File: config.mk
export PLATFORM = sky130hd
export DESIGN_NAME = game_controller
export DESIGN_NICKNAME = d
export VERILOG_FILES = /design/src/rtl/game_controller.sv
export SDC_FILE = /design/constraint.sdc
export NUM_CORES = 1
export LEC_CHECK = 0
export BUFFER_PORTS_ARGS = -buffer_cell sky130_fd_sc_hd__buf_2
export CAP_MARGIN = 20
export CORE_ASPECT_RATIO = 1.4
export CORE_MARGIN = 1
export CORE_UTILIZATION = 55
export CTS_BUF_LIST = sky130_fd_sc_hd__clkbuf_8 sky130_fd_sc_hd__clkbuf_16
export DETAILED_ROUTE_END_ITERATION = 10
export PLACE_DENSITY = 0.75
export RECOVER_POWER = 25
export SLEW_MARGIN = 20
export SYNTH_ARGS = -nofsm -noshare
export SYNTH_HDL_FRONTEND = slang
export SYNTH_SLANG_ARGS = --single-unit
File: constraint.sdc
create_clock -name clk -period 6.1 [get_ports clk]
set_clock_uncertainty 0.05 [all_clocks]
set_input_delay 0.61 -clock clk [delete_from_list [all_inputs] [get_ports clk]]
set_output_delay 0.61 -clock clk [all_outputs]
set_load 0.05 [all_outputs]
File: src/rtl/game_controller.sv
// Tic-tac-toe sequencing FSM: keypad moves, board register, turn order,
// win/draw detection and the timed return to the main screen.
module game_controller #(
  parameter int HOLD_CYCLES = 25_000_000
) (
  input  logic        clk,
  input  logic        rst,
  input  logic        key_valid,
  input  logic [3:0]  key_data,
  output logic [17:0] board,
  output logic        is_main,
  output logic        is_turn_o,
  output logic [1:0]  winner,
  output logic [7:0]  win_line,
  output logic [3:0]  move_count,
  output logic        err
);

  localparam logic [1:0] S_MAIN   = 2'd0;
  localparam logic [1:0] S_PLAY   = 2'd1;
  localparam logic [1:0] S_CHECK  = 2'd2;
  localparam logic [1:0] S_RESULT = 2'd3;

  // Cell masks over marks[8:0] (bit k-1 = cell k), in win_line bit order.
  localparam logic [7:0][8:0] LINES = {9'h054, 9'h111, 9'h124, 9'h092,
                                       9'h049, 9'h1C0, 9'h038, 9'h007};

  logic [1:0]  state;
  logic [24:0] hold_cnt;
  logic [8:0]  marks;
  logic [15:0] key_occ;
  logic [7:0]  line_hit;
  logic [4:0]  set_pos;
  logic        hold_done;

  // Non-cell codes read as occupied so one lookup rejects both cases.
  assign key_occ[0] = 1'b1;
  assign key_occ[15:10] = '1;

  genvar k;
  generate
    for (k = 0; k < 9; k++) begin : g_cell
      assign marks[k]     = is_turn_o ? board[17-2*k] : board[16-2*k];
      assign key_occ[k+1] = board[17-2*k] | board[16-2*k];
    end
    for (k = 0; k < 8; k++) begin : g_line
      assign line_hit[k] = (marks & LINES[k]) == LINES[k];
    end
  endgenerate

  assign set_pos   = 5'd18 - {key_data, 1'b0} + {4'd0, is_turn_o};
  // Compare against the post-increment count so a key at R+HOLD is taken.
  assign hold_done = ({1'b0, hold_cnt} + 26'd1) >= 26'(HOLD_CYCLES);

  always_ff @(posedge clk or posedge rst) begin
    if (rst) begin
      state      <= S_MAIN;
      board      <= '0;
      is_main    <= 1'b1;
      is_turn_o  <= 1'b0;
      winner     <= 2'b00;
      win_line   <= '0;
      move_count <= '0;
      err        <= 1'b0;
      hold_cnt   <= '0;
    end else begin
      err <= 1'b0;
      case (state)
        S_MAIN: begin
          if (key_valid) begin
            state   <= S_PLAY;
            is_main <= 1'b0;
          end
        end
        S_PLAY: begin
          if (key_valid) begin
            if (!key_occ[key_data]) begin
              board      <= board | (18'd1 << set_pos);
              move_count <= move_count + 4'd1;
              state      <= S_CHECK;
            end else begin
              err <= 1'b1;
            end
          end
        end
        S_CHECK: begin
          if (|line_hit) begin
            winner   <= is_turn_o ? 2'b10 : 2'b01;
            win_line <= line_hit;
            hold_cnt <= '0;
            state    <= S_RESULT;
          end else if (move_count == 4'd9) begin
            winner   <= 2'b11;
            win_line <= '0;
            hold_cnt <= '0;
            state    <= S_RESULT;
          end else begin
            is_turn_o <= ~is_turn_o;
            state     <= S_PLAY;
          end
        end
        default: begin
          if ({1'b0, hold_cnt} < 26'(HOLD_CYCLES))
            hold_cnt <= hold_cnt + 25'd1;
          if (key_valid && hold_done) begin
            state      <= S_MAIN;
            board      <= '0;
            is_main    <= 1'b1;
            is_turn_o  <= 1'b0;
            winner     <= 2'b00;
            win_line   <= '0;
            move_count <= '0;
            hold_cnt   <= '0;
          end
        end
      endcase
    end
  end

endmodule
; ---- Word level (Yosys, flattened, before mapping)
; Cells that the tools add are included.
[op_classes]
n_addsub = 5
order_cmp = 3
eq_ne = 17
n_shift = 1
mux = 49
bitwise_logic = 14
reduce_logical = 17
[op_table]
columns = operator, n
row1 = $mux W25, 4
row2 = $mux W18, 3
row3 = $pmux W25 S2, 1
row4 = $pmux W18 S2, 1
row5 = $add A25 B1 Y26 const B, 1
row6 = $ge A26 B25 Y1 const B, 1
row7 = $add A25 B1 Y25 const B, 1
row8 = $lt A25 B25 Y1 const B, 1
row9 = $eq A3 B3 Y1 const B, 8
row10 = $mux W8, 3
row11 = $mux W1, 18
row12 = $mux W2, 9
row13 = $or A18 B18 Y18, 1
row14 = $shl A1 B5 Y18 const A, 1
row15 = $pmux W8 S2, 1
row16 = $mux W4, 3
row17 = $reduce_and A4 Y1, 3
row18 = $ne A2 B2 Y1 const B, 5
row19 = $or A1 B1 Y1, 9
row20 = $reduce_and A3 Y1, 3
row21 = $pmux W4 S2, 1
row22 = $reduce_or A8 Y1, 1
row23 = $pmux W2 S3, 1
row24 = $reduce_bool A2 Y1, 3
row25 = 17 further kinds, 23
[word_totals]
reg_bits = 62
input_bits = 7
output_inout_bits = 35
word_cells = 115

; ---- Depth between registers and ports, before layout
[depth]
word_depth = 7
mapped_depth = 12

; ---- Least setup slack after synthesis
; No wires, ideal clock.
[synth_path]
kind = reg2reg
start = register hold_cnt[14]
end = register hold_cnt[7]
setup_time_ns = 0.126
arrival_time_ns = 2.905
required_time_ns = 5.924
slack_ns = 3.019
stages_incl_launch_ff = 12
path_buffers = 3
period_less_slack_ns = 3.081
cell_sequence = dfrtp_1 buf_2 nand4_1 or4_4 or4_1 nand4_1 o21ba_1 a211o_1 buf_6 a21o_1 buf_6 a221o_1
[synth_via]
elab_chain_cells = 5
word_cells_on_any_way = 8
[synth_rtl]
columns = element, line_no
row1 = "start, declared", 29  ; logic [24:0] hold_cnt;
row2 = "start signal, assigned", 104  ; hold_cnt <= hold_cnt + 25'd1;
row3 = $add A25 B1 Y26, 53  ; assign hold_done = ({1'b0, hold_cnt} + 26'd1) >= 26'(HOLD_CYCLES);
row4 = $ge A26 B25 Y1, 53
row5 = $logic_and A1 B1 Y1, 105  ; if (key_valid && hold_done) begin
row6 = $mux W25 or $reduce_bool A3 Y1 (tied branches), -
row7 = $pmux W25 S2 or $reduce_and A3 Y1 (tied branches), -
; Several ways; a longest one is shown, not always the timed one.
; A chain may end at the register's enable or synchronous reset.

; ---- Worst setup path after layout
[layout_path]
start = register hold_cnt[0]
end = register hold_cnt[12]
; The elaborated chain is that of the path after synthesis.

==> impl_results.md <==
- Status: complete, but fails checks
- Violated checks: max-capacitance violations, max-slew violations
- Post-synth EDFFs: 0
- Synthesized area: 0.00391 sq mm
- Startpoint class of the critical path: flop
- GRT Total Usage: 0.299
- TritonCTS Buffers: 9
- Clock buffer depth: 2
- Clock power frac: 0.188
- Final net count: 476
- Setup-failing EPs final: 0
- Clock-pin slew on the worst setup and hold paths: ~70 ps
- Area growth syn-to-layout: 10.2%
- Via-per-instance ratio: between 6 and 7
- Max Freq: 0.233 GHz
- Unrepaired setup endpoints after global routing: no
- Crit path DAT: between 4000 and 5000 ps
- Vias in the first global route: 3,473
- First-pass GRT wire length: approximately 17,000 microns
- HPWL after detailed placement: between 7000 and 8000 microns
- Non-Filler Instances: 562
- Port bufs: 41
- CP required: 6300 ps
- Setup TNS: 0 ps
- Area of the core: about 0.0069 sq mm
- Psw: 0.968 mW
- Post-Route WL: 10,400 microns
- Crit-path leading delay family: compound AO/OA/AOI/OAI gates
- Overflow after GRT: 0
- Initial antenna violation count: 0
- Tcrit/Tclk final: 0.704
- Post-route cell area: 0.00431 sq mm
- Layout cells sized above 1: 0.167
- Final ANT Viol Nets: 0
- Total chip power: 1.97 mW
- CP Depth: 9
- Synth Area in Simple Gates: 0.237
- Pwr dens: 458 mW/mm^2
- Ys flop type: dfrtp_1
- TritonCTS clock tree: yes
- Synth Instances: 439
- Post-CTS Resized: 0
- Syn. warnings: 0
- H-tree depth: 3
- Leakage: 1.82 nW
- Ys async rst share: 1.00
- Worst vdd ir: 399 uV
- # diodes: 0
- Slowest cell on crit path: a211oi_2
- Slew @ Worst Pin: 3340 ps
- Final hold slack: 454 ps
- Die ar.: 0.00746 sq mm
- Worst-Skew Late Latency: 360 ps
- Crit path max fanout: 15
- # rows: 36
- Synth Area in XOR/XNOR: 0.00896
- Hold-critical path depth: 1
- RD Place Congestion: 0.872
- Adder-cell share of the synthesized area: 0.0224
- R2R depth: 9
- CP bufs+invs: 0
- CP Capture Type: flop
- DP Cell Count: around 550
- Initial core utilization: 0.564
- Height of the die: 102 microns
- Sw frac: 0.491
- Ports: 42
- Fillcell total: 637
- Share of power burned in registers: 0.362
- Hold-fix buffers, CTS: 0
- Share of total power in combinational logic: 0.450
- Synth cell types: 67
- Post-CTS Setup Inserts: 0
- Clock root buffer: clkbuf_8
- Count of max-cap constraint violations: 1
- Yosys reg bits: 62
- Power Internal: approximately 1.0 mW
- DRT Pass-1 Iters: 5
- Vias: between 3,000 and 4,000
- Crit-path cells: ha_1 -> nand4_2 -> nor3_1 -> xnor2_1 -> a2111oi_0 -> nand3_1 -> a211oi_2 -> nand2b_1 -> a31o_2
- Syn Area/Cell: 8.91 sq um
- Die X: about 73 microns
- Largest net degree at the start of global routing: 63
- Critical Path Max Stage Delay: roughly 900 ps
- Max-slew headroom: -1.23
- Seq/Total Area, Yosys: 0.397
- DR WL/cell: ~18 microns
- Hold Fails Final Rpt: 0
- Area after DPL: 0.00411 sq mm
- Commonest cells after routing, fill and taps aside: dfrtp_1 (61), nor2_1 (42), buf_2 (41), nand2_1 (29), nand3_1 (28)
- Drt first-iter violations: 266
- Compound-Gate Fraction of Synth Area: 0.264
- Commonest non-fill, non-tap cell in the layout: dfrtp_1
- Post-route minimum period: roughly 4300 ps
- Number of remaining DRC errors: 0
- Largest family of logic cells by synthesized area: compound AO/OA/AOI/OAI gates
- Syn_nets: 453
- Worst hold path type: reg -> reg
- Setup CP Type: reg -> reg
- Slew Viols, Final: 63
- Mux cell area share after synthesis: 0.0112
- Clock Sinks: 62
==> sequential cells by signal (all words and copies together) (netlist names) <==
signal and flops:
is_main 1, err 1, winner 2, win_line 8
move_count 4, is_turn_o 1, state 2, hold_cnt 25
board 18
==> routing by layer <==
| layer | global-route usage | part of all wire |
|---|---|---|
| met1 | 0.333 | 0.39 |
| met2 | 0.511 | 0.51 |
| met3 | 0.0567 | 0.051 |
| met4 | 0.199 | 0.049 |
| met5 | 0 | 0 |
==> final timing paths <==
check / start / end / slack, ps
max in group asynchronous: rst / move_count[2] / 2620
setup reg to reg: hold_cnt[0] / hold_cnt[12] / 1810
hold / removal: win_line[1] / win_line[1] / 450
min in group asynchronous: rst / hold_cnt[2] / 1470
setup / recovery: hold_cnt[0] / hold_cnt[12] / 1810
hold reg to reg: win_line[1] / win_line[1] / 450
==> cells in the mapped netlist, types with 3 or more instances <==
cell type | instances | area, sq um
ha_1 | 7 | 87.6
and3_1 | 4 | 25.0
a211oi_1 | 3 | 22.5
nand3b_1 | 3 | 22.5
o211ai_1 | 11 | 82.6
o31ai_1 | 3 | 22.5
dfrtp_1 | 61 | 1530
o21ai_0 | 25 | 125
or3_1 | 5 | 31.3
a22o_1 | 7 | 61.3
o2bb2ai_1 | 18 | 158
a21o_1 | 5 | 37.5
nand3_1 | 28 | 140
nor2_1 | 42 | 158
nand4_1 | 16 | 100
nor4_1 | 6 | 37.5
nand2_1 | 29 | 109
and2_1 | 4 | 25.0
or4_1 | 4 | 30.0
inv_1 | 22 | 82.6
nor3_1 | 16 | 80.1
buf_2 | 10 | 50.1
xnor2_1 | 4 | 35.0
a221o_1 | 9 | 90.1
a31o_2 | 4 | 35.0
a32o_1 | 9 | 90.1
clkbuf_1 | 17 | 63.8
a21oi_1 | 11 | 55.1
mux2_2 | 3 | 33.8
a31oi_1 | 4 | 25.0
==> worst register-to-register path, delay by kind of cell (launching register included) <==
family	cells	cell delay [ps]
simple gates	4	1290
flops	1	440
xor+xnor	1	110
fa+ha+maj	1	290
compound gates	3	2020
==> through the flow <==
stage / setup WS [ps] / util
after global routing: 1540 / 0.621
after global placement: 2020 / 0.592
final: 1810 / 0.621
after CTS: 1880 / 0.622
after floorplan: 3020 / -
after detailed placement: 1910 / 0.593
==> logic make-up (layout without fill, tap and decap cells) <==
family	Yosys count	count (layout)
adders and majority gates	7	7
muxes	4	4
xor gates and xnor gates	4	4
AOI/OAI and AO/OA	134	134
DFF	62	62
buffers and inverters	53	81
and+or+nand+nor	175	175
==> power by group through the flow <==
stage          clock network (mW)  logic, mW  registers (mW)
3_5_place_dp                    0      0.880           0.716
4_1_cts                     0.377      0.886           0.709
2_1_floorplan                   0      0.490           0.887
5_1_grt                     0.392      0.955           0.735
6_report                    0.371      0.888           0.714
3_3_place_gp                    0      0.864           0.711
==> final cells by class <==
class | instances | area [sq um] | area share
multi-input cells | 324 | 2140 | 0.496
flip-flops and latches | 62 | 1550 | 0.360
inverters | 22 | 82.6 | 0.0192
clock buffers | 11 | 151 | 0.0351
clock inverters | 5 | 50.0 | 0.0116
repair buffers | 43 | 216 | 0.0502
well taps | 95 | 119 | 0.0276
Power figures use the tool's default switching activity.
